===== src/rtl/fnd_scan_controller.sv =====
// Multiplexed common-anode 7-segment scan driver with frame-coherent snapshot, anti-ghost blanking and DP half-second flag.
// Optional per-digit blinking is built only when the macro FND_BLINK_EN is defined.
module fnd_scan_controller #(
    parameter int CLK_FREQ     = 100_000_000,
    parameter int SCAN_HZ      = 1000,
    parameter int NUM_DIGITS   = 4,
    parameter int BLANK_CYCLES = 1000,
    parameter int BLINK_HZ     = 2
) (
    input  logic                  clk,
    input  logic                  rst,
    input  logic                  i_mode,
    input  logic [6:0]            msec,
    input  logic [5:0]            sec,
    input  logic [5:0]            min,
    input  logic [4:0]            hour,
    input  logic [NUM_DIGITS-1:0] i_blink_mask,
    output logic [7:0]            fnd_data,
    output logic [NUM_DIGITS-1:0] fnd_com
);
    localparam int TP    = CLK_FREQ / SCAN_HZ;
    localparam int CNT_W = (TP > 1) ? $clog2(TP) : 1;
    localparam int IDX_W = (NUM_DIGITS > 1) ? $clog2(NUM_DIGITS) : 1;

    generate
        if (NUM_DIGITS != 4 && NUM_DIGITS != 8) begin : g_bad_digits
            $error("fnd_scan_controller: NUM_DIGITS must be 4 or 8");
        end
    endgenerate

    function automatic logic [7:0] split_bcd(input logic [6:0] v);
        logic [3:0] ones;
        logic [3:0] tens;
        ones = 4'(v % 7'd10);
        tens = 4'((v / 7'd10) % 7'd10);
        return {tens, ones};
    endfunction

    function automatic logic [7:0] seg_code(input logic [3:0] d);
        case (d)
            4'd0:    seg_code = 8'hC0;
            4'd1:    seg_code = 8'hF9;
            4'd2:    seg_code = 8'hA4;
            4'd3:    seg_code = 8'hB0;
            4'd4:    seg_code = 8'h99;
            4'd5:    seg_code = 8'h92;
            4'd6:    seg_code = 8'h82;
            4'd7:    seg_code = 8'hF8;
            4'd8:    seg_code = 8'h80;
            4'd9:    seg_code = 8'h90;
            default: seg_code = 8'hFF;
        endcase
    endfunction

    logic [CNT_W-1:0]      presc_r;
    logic [IDX_W-1:0]      idx_r;
    logic                  started_r;
    logic                  mode_r;
    logic [6:0]            msec_r;
    logic [5:0]            sec_r;
    logic [5:0]            min_r;
    logic [4:0]            hour_r;
    logic [7:0]            fnd_data_r;
    logic [NUM_DIGITS-1:0] fnd_com_r;

    logic                  tick_s;
    logic                  wrap_s;
    logic [2:0]            idx3_s;
    logic [7:0]            ms_bcd_s;
    logic [7:0]            sec_bcd_s;
    logic [7:0]            min_bcd_s;
    logic [7:0]            hr_bcd_s;
    logic [3:0]            digit_s;
    logic [7:0]            seg_s;
    logic                  dp_on_s;
    logic                  blank_digit_s;
    logic [7:0]            data_nxt_s;
    logic [NUM_DIGITS-1:0] com_nxt_s;

    // The first tick after reset is treated as a frame wrap so scanning starts at idx 0 with a fresh snapshot
    assign tick_s = (presc_r == CNT_W'(TP - 1));
    assign wrap_s = tick_s && (!started_r || (idx_r == IDX_W'(NUM_DIGITS - 1)));
    assign idx3_s = 3'(idx_r);

    // Prescaler, which is also the slot-cycle count used for blanking
    always_ff @(posedge clk or posedge rst) begin
        if (rst) begin
            presc_r <= {CNT_W{1'b0}};
        end else if (tick_s) begin
            presc_r <= {CNT_W{1'b0}};
        end else begin
            presc_r <= presc_r + CNT_W'(1);
        end
    end

    // Digit index and frame-coherent input snapshot
    always_ff @(posedge clk or posedge rst) begin
        if (rst) begin
            idx_r     <= {IDX_W{1'b0}};
            started_r <= 1'b0;
            mode_r    <= 1'b0;
            msec_r    <= 7'd0;
            sec_r     <= 6'd0;
            min_r     <= 6'd0;
            hour_r    <= 5'd0;
        end else if (wrap_s) begin
            idx_r     <= {IDX_W{1'b0}};
            started_r <= 1'b1;
            mode_r    <= i_mode;
            msec_r    <= msec;
            sec_r     <= sec;
            min_r     <= min;
            hour_r    <= hour;
        end else if (tick_s) begin
            idx_r     <= idx_r + IDX_W'(1);
        end
    end

    assign ms_bcd_s  = split_bcd(msec_r);
    assign sec_bcd_s = split_bcd({1'b0, sec_r});
    assign min_bcd_s = split_bcd({1'b0, min_r});
    assign hr_bcd_s  = split_bcd({2'b00, hour_r});

    generate
        if (NUM_DIGITS == 8) begin : g_map8
            logic mode_unused_s;
            assign mode_unused_s = mode_r;
            // Eight-digit map: hour.min.sec.msec, LSD at idx 0
            always_comb begin
                case (idx3_s)
                    3'd0:    digit_s = ms_bcd_s[3:0];
                    3'd1:    digit_s = ms_bcd_s[7:4];
                    3'd2:    digit_s = sec_bcd_s[3:0];
                    3'd3:    digit_s = sec_bcd_s[7:4];
                    3'd4:    digit_s = min_bcd_s[3:0];
                    3'd5:    digit_s = min_bcd_s[7:4];
                    3'd6:    digit_s = hr_bcd_s[3:0];
                    3'd7:    digit_s = hr_bcd_s[7:4];
                    default: digit_s = 4'hF;
                endcase
            end
        end else begin : g_map4
            // Four-digit map: page chosen by the snapshotted mode
            always_comb begin
                case ({mode_r, idx3_s})
                    4'b0_000: digit_s = ms_bcd_s[3:0];
                    4'b0_001: digit_s = ms_bcd_s[7:4];
                    4'b0_010: digit_s = sec_bcd_s[3:0];
                    4'b0_011: digit_s = sec_bcd_s[7:4];
                    4'b1_000: digit_s = min_bcd_s[3:0];
                    4'b1_001: digit_s = min_bcd_s[7:4];
                    4'b1_010: digit_s = hr_bcd_s[3:0];
                    4'b1_011: digit_s = hr_bcd_s[7:4];
                    default:  digit_s = 4'hF;
                endcase
            end
        end
    endgenerate

    assign seg_s   = seg_code(digit_s);
    assign dp_on_s = (msec_r >= 7'd50) &&
                     ((idx3_s == 3'd2) || (idx3_s == 3'd4) || (idx3_s == 3'd6));

`ifdef FND_BLINK_EN
    localparam int BLINK_TICKS = SCAN_HZ / (2 * BLINK_HZ);
    localparam int BC_W        = (BLINK_TICKS > 1) ? $clog2(BLINK_TICKS) : 1;

    generate
        if (BLINK_TICKS < 1) begin : g_bad_blink
            $error("fnd_scan_controller: SCAN_HZ/(2*BLINK_HZ) must be >= 1");
        end
    endgenerate

    logic [BC_W-1:0]       blink_cnt_r;
    logic                  blink_off_r;
    logic [NUM_DIGITS-1:0] mask_r;

    // Blink phase: toggles every BLINK_TICKS scan ticks, starts visible
    always_ff @(posedge clk or posedge rst) begin
        if (rst) begin
            blink_cnt_r <= {BC_W{1'b0}};
            blink_off_r <= 1'b0;
        end else if (tick_s) begin
            if (blink_cnt_r == BC_W'(BLINK_TICKS - 1)) begin
                blink_cnt_r <= {BC_W{1'b0}};
                blink_off_r <= ~blink_off_r;
            end else begin
                blink_cnt_r <= blink_cnt_r + BC_W'(1);
            end
        end
    end

    // Blink mask travels with the frame snapshot
    always_ff @(posedge clk or posedge rst) begin
        if (rst) begin
            mask_r <= {NUM_DIGITS{1'b0}};
        end else if (wrap_s) begin
            mask_r <= i_blink_mask;
        end
    end

    assign blank_digit_s = blink_off_r && mask_r[idx_r];
`else
    logic blink_unused_s;
    assign blink_unused_s = ^i_blink_mask;
    assign blank_digit_s  = 1'b0;
`endif

    // Next output values; digit enable is held off during the dead time at the start of each slot
    always_comb begin
        com_nxt_s  = {NUM_DIGITS{1'b1}};
        data_nxt_s = 8'hFF;
        if (!started_r) begin
            com_nxt_s  = {NUM_DIGITS{1'b1}};
            data_nxt_s = 8'hFF;
        end else begin
            if (blank_digit_s) begin
                data_nxt_s = 8'hFF;
            end else begin
                data_nxt_s = {~dp_on_s, seg_s[6:0]};
            end
            if ((BLANK_CYCLES > 0) && (presc_r < CNT_W'(BLANK_CYCLES))) begin
                com_nxt_s = {NUM_DIGITS{1'b1}};
            end else begin
                com_nxt_s = ~({{(NUM_DIGITS-1){1'b0}}, 1'b1} << idx_r);
            end
        end
    end

    // Registered pin drivers
    always_ff @(posedge clk or posedge rst) begin
        if (rst) begin
            fnd_data_r <= 8'hFF;
            fnd_com_r  <= {NUM_DIGITS{1'b1}};
        end else begin
            fnd_data_r <= data_nxt_s;
            fnd_com_r  <= com_nxt_s;
        end
    end

    assign fnd_data = fnd_data_r;
    assign fnd_com  = fnd_com_r;

endmodule


===== config.mk =====
export PLATFORM = sky130hd
export DESIGN_NAME = fnd_scan_controller
export DESIGN_NICKNAME = d
export VERILOG_FILES = /design/src/rtl/fnd_scan_controller.sv
export SDC_FILE = /design/constraint.sdc
export NUM_CORES = 1
export LEC_CHECK = 0
export ABC_AREA = 1
export BUFFER_PORTS_ARGS = -buffer_cell sky130_fd_sc_hd__clkbuf_2
export CAP_MARGIN = 20
export CORE_MARGIN = 10
export CORE_UTILIZATION = 35
export DETAILED_ROUTE_END_ITERATION = 8
export GPL_TIMING_DRIVEN = 0
export HOLD_SLACK_MARGIN = 0.08
export PLACE_DENSITY = 0.53
export SLEW_MARGIN = 20
export SYNTH_ARGS = -nofsm -noshare
export SYNTH_HDL_FRONTEND = slang
export SYNTH_SLANG_ARGS = --single-unit

===== constraint.sdc =====
create_clock -name clk -period 5.4 [get_ports clk]
set_input_delay 1.08 -clock clk [delete_from_list [all_inputs] [get_ports clk]]
set_output_delay 1.08 -clock clk [all_outputs]
set_load 0.02 [all_outputs]

* Word-level counts from Yosys, hierarchy flattened *
Memory sizes are Yosys's and may differ from the RTL's.
Cells that the tools add are included.
Widths: inputs -> output; s select.

cells by class
  equality and inequality tests = 10
  shifts and indexed selects = 1
  div/mod/pow operators = 12
  $add $sub $neg = 2
  mux-type cells = 7
  $mul = 0
  bitwise logic cells = 2
  reduce and logical (&&, ||, !) cells = 6
  magnitude comparators = 2

operators with widths
  operator               number
  $mod 7x4->7 const B    5
  $pmux 4 s8             1
  $add 17x1->17 const B  1
  $eq 17x17->1 const B   1
  $lt 17x10->1 const B   1
  $mux 17                1
  $div 6x4->7 const B    2
  $mod 6x4->7 const B    2
  $eq 3x3->1 const B     4
  $mux 4                 2
  $mux 8                 1
  $div 5x4->7 const B    1
  $div 7x4->7 const B    1
  $ge 7x6->1 const B     1
  $mod 5x4->7 const B    1
  $eq 3x2->1 const B     2
  $eq 2x2->1 const B     2
  $logic_not 4->1        1
  $mux 2                 2
  $not 4->4              1
  $shl 1x2->4 const A    1
  $eq 3x1->1 const B     1
  $add 2x1->2 const B    1
  $logic_and 1x1->1      2
  4 further kinds        4

word-level totals
  memories = 1
  register bits = 57
  memory bits (read-only) = 112
  RAM bits = 0
  latch bits = 0

memories
  name             words  bits a word  read ports  clocked after memory_dff  write ports  RTL line  source
  (no name shown)  16     7            1           0                         0            40        case (d)

* Longest topological paths before layout *
An unclocked memory read counts as a cell.

  word-level depth = 5
  mapped depth = 41
  gate-level depth less buffers = 40

* Least setup slack after synthesis *
No wires, ideal clock.

  kind = register to register
  start point = register idx_r[0]
  end point = register fnd_data_r[1], in the netlist fnd_data[1]
  clock period less this slack = 4.428 ns
  buffers on the path = 1
  setup slack = 0.972 ns
  stages on the path, launching flop included = 38
  arrival = 4.367 ns
  data required time = 5.340 ns
  path through = dfrtp_1 ha_1 buf_4 nand2_4 nand2_8 nand2_2 inv_2 nand2_2 nand3_2 nand2_1 inv_2 ha_1 inv_1 nand3_1 nand2_2 nand4_1 nand2_2 ha_1 (+2 left out) nand3_1 nand2_1 nand2_1 a22oi_2 inv_1 ha_1 nand3b_1 nand2_1 inv_2 nand2_1 nand2_1 nand2_1 inv_1 nor2_1 inv_1 ha_1 or2_2 nand2_1

on the way
  longest elaborated chain between the ends = 4
  elaborated cells on any way between the ends = 11
  those cells by class = eq/ne: 7; mux: 2; reduce/logical: 1; memory: 1

ends and longest elaborated chain
  element                                   RTL line  source
  from (decl)                               56        logic [IDX_W-1:0] idx_r;
  from (signal assigned)                    99        idx_r <= {IDX_W{1'b0}};
  from (signal assigned)                    107       idx_r <= {IDX_W{1'b0}};
  from (signal assigned)                    115       idx_r <= idx_r + IDX_W'(1);
  $eq 3x3->1, or another cell as far along  145       case ({mode_r, idx3_s})
  $pmux 4 s8 *                              145
  $mem_v2 16x7 *                            --
  $mux 8 *                                  213       if (!started_r) begin
  via data_nxt_s[1]                         77        logic [7:0] data_nxt_s;
  to (signal assigned)                      236       fnd_data_r <= data_nxt_s;
  to (decl)                                 63        logic [7:0] fnd_data_r;

Mark *: on every way through the listed nets, which the timed path passes. The rest lies on a longest branch.
A chain may end at the register's enable or synchronous reset.

* Worst setup path in the final report *
  start point = register idx_r[1]
  end point = register fnd_data_r[1], in the netlist fnd_data[1]

The elaborated chain is that of the path after synthesis.

==> results.yml <==
timing:
  holdWs_ps: 464
  drv_slew: 0
  slew_headroom_pct: 52.4
  finalHoldViolCount: 0
  tightest_slew_ps: 714
  clock_skew_ps: 9.23
  period_share_pct: 91.2
  rsz0062_at_grt: "no"
  max_freq_mhz: 203
  finalSetupViolations: 0
  fin_setup_tns_ps: 0
  period_needed_ps: 4920
clocking:
  cts_buffers: 9
  clk_latency_ps: 350
  clockRootBuffer: "clkbuf_8"
  cts_buffer_depth: 2
  cts_tree: "done"
  ctsHoldBuffers: 0
  htree_num_levels: 3
  clock_sinks: 57
  clkTransAtPathRegs_ps: 70
hold_path:
  holdCritStartpoint: "presc_r[0]"
  hold_path.class: "reg -> reg"
run_status:
  status: "finished clean"
drt:
  wirelength_um: 8880
  drc: 0
  vias_per_cell: 4.80
  ant_nets: 0
  dr.first_iter.drc_count: 206
  vias: 3281
  wl_per_cell_um: 13.0
  dr.pass1.iters: 5
synthesis:
  syn_area_um2: 3830
  ys_ff_latch: 57
  synth_cells: 485
  synth_area_leaders: "dfrtp_1 (29%), nand2_1 (9.9%), dfstp_2 (8.2%)"
  yosysSeqAreaShare_pct: 37.6
  yosys.area.top_type_share_pct: 29.4
  synth_warnings: 0
  synth_area_per_cell_um2: 7.90
  synth_top_area_cell: "dfrtp_1"
  synth_edf_count: 0
  synthFlopType: "dfrtp_1"
  syn_nets: 528
  async_reset_ff_share_pct: 100
  yosysUniqueCellTypes: 48
cells_and_area:
  instances_no_fill: 684
  nNetsFinal: 582
  multiInputGateArea_um2: 2020
  regArea_um2: 1440
  fillers: 1111
  mostFrequentLayoutCell: "nand2_1"
  drive_above_1_share_pct: 29.8
  diodes: 0
  post-route-util_pct: 41.4
  layout_common_cells: "nand2_1 (100), inv_1 (72), nand3_1 (53)"
  synthToLayoutAreaGrowth_pct: 16.4
critical_path:
  rr_startpoint: "idx_r[1]"
  cpMostUsedCell: "nand2_1"
  endpoint_kind: "register"
  rr_worst_depth: 36
  max_stage_delay_ps: 380
  timing.rr.end: "fnd_data[1]"
  worstSetupStartpoint: "idx_r[1]"
  worstPathArrival_ps: 5210
  endpoint: "fnd_data[1]"
  cp_slowest_cell: "dfrtp_1"
  worstSetupStartpointType: "register"
  critPathKind: "reg -> reg"
  cp.required_ps: 5690
  reg2reg_slack_ps: 480
  critPathMaxFanout: 9
power:
  p_leak_nw: 2.19
  ir_worst_vdd_mv: 0.211
  power.density_nw_per_um2: 241
floorplanning:
  num_io_pins: 43
  die_area_um2: 15500
  row_count: 38
  start_util_pct: 35.5
  die_h_um: 125
  core_area_um2: 10800
  die_w_um: 125
placed_design:
  dp.cells: 664
  dp.final_hpwl_um: 7050
  io_buffers: 38
  gp_congestion: 0.847
job:
  max_cap_viol_count: 0
global_route:
  grt_max_degree: 43
  grt_pass1_vias: 3222
  grt_pass1_wl_um: 15300
  antenna_found_initial: 0
  grtUsageTotal_pct: 11.7
  overflow: 0
synthesized netlist by cell type (3+ instances only):
| cell type | number |
|---|---|
| a21oi_1 | 12 |
| clkbuf_1 | 3 |
| clkinv_1 | 3 |
| dfrtp_1 | 45 |
| dfstp_2 | 12 |
| ha_1 | 12 |
| inv_1 | 74 |
| inv_2 | 9 |
| mux2_2 | 25 |
| nand2_1 | 101 |
| nand2_2 | 17 |
| nand2_4 | 4 |
| nand3_1 | 54 |
| nand3_2 | 5 |
| nand4_1 | 11 |
| nor2_1 | 32 |
| nor2_4 | 3 |
| nor3_1 | 4 |
| nor4_1 | 3 |
| o21ai_0 | 13 |
| o21ai_1 | 4 |
| o21ai_2 | 3 |
| o31ai_1 | 3 |
state kept, by name, summed over array words and instances (netlist names):
signal	cells
msec_r	7
hour_r	5
fnd_data	8
started_r	1
sec_r	6
presc_r	17
min_r	6
fnd_com	4
mode_r	1
idx_r	2
what timing repair did:
item | CTS | global route
endpoints found under the setup margin | 0 | 5
buffers inserted | 0 | 4
gates resized for setup | 0 | 5
worst min-delay path by stage:
stage / endpoint / cells after the start
floorplan: presc_r[0] / 1
CTS: presc_r[0] / 1
finish: presc_r[0] / 1
global route: presc_r[0] / 1
global placement: presc_r[0] / 1
detailed placement: presc_r[0] / 1
cells by family after synthesis:
| family | after synthesis | synth area share, % |
|---|---|---|
| mux | 25 | 7.34 |
| flops | 57 | 37.6 |
| simple gates | 245 | 32.0 |
| compound gates | 48 | 8.45 |
| buf+inv | 95 | 9.99 |
| xor+xnor | 3 | 0.686 |
| fa+ha+maj | 12 | 3.92 |
per-layer routing:
layer  up-vias  GRT usage [%]  part of all wire, %
met5         -              0                    0
li1       1678              -                    -
met1      1543           15.1                   49
met3         9           2.89                  3.3
met4         0           4.32                  1.6
met2        51           18.4                   46
per-stage QoR:
| stage | power, W | cell area [um^2] | setup WS, ps |
|---|---|---|---|
| after global routing | 0.00114 | 4460 | 7.49 |
| after detailed placement | 0.000675 | 4220 | 330 |
| after floorplan | 0.000626 | 3830 | 972 |
| after global placement | 0.000668 | 4200 | 436 |
| after CTS | 0.00109 | 4420 | 301 |
| final | 0.00107 | 4460 | 477 |
area by class of cell:
class	instances	area share, %
multi-input cells	333	45.2
flip-flops and latches	57	32.3
inverters	87	7.43
repair buffers	43	5.38
clock buffers	12	3.98
well taps	140	3.92
plain buffers	8	1.21
clock inverters	4	0.505
where the power goes:
part / switching (W) / internal [W] / total, W
clock: 0.000185 / 0.000220 / 0.000405
combinational: 0.000140 / 0.0000843 / 0.000224
sequential: 0.00000898 / 0.000437 / 0.000446
worst max-delay path: cells and delay by family (launching register included):
kind / cells / cell delay, ps
buf+inv: 9 / 710
fa+ha+maj: 5 / 1000
simple gates: 20 / 2390
compound gates: 2 / 360
flops: 1 / 380
Note: power is estimated with default switching activity, not from simulation.
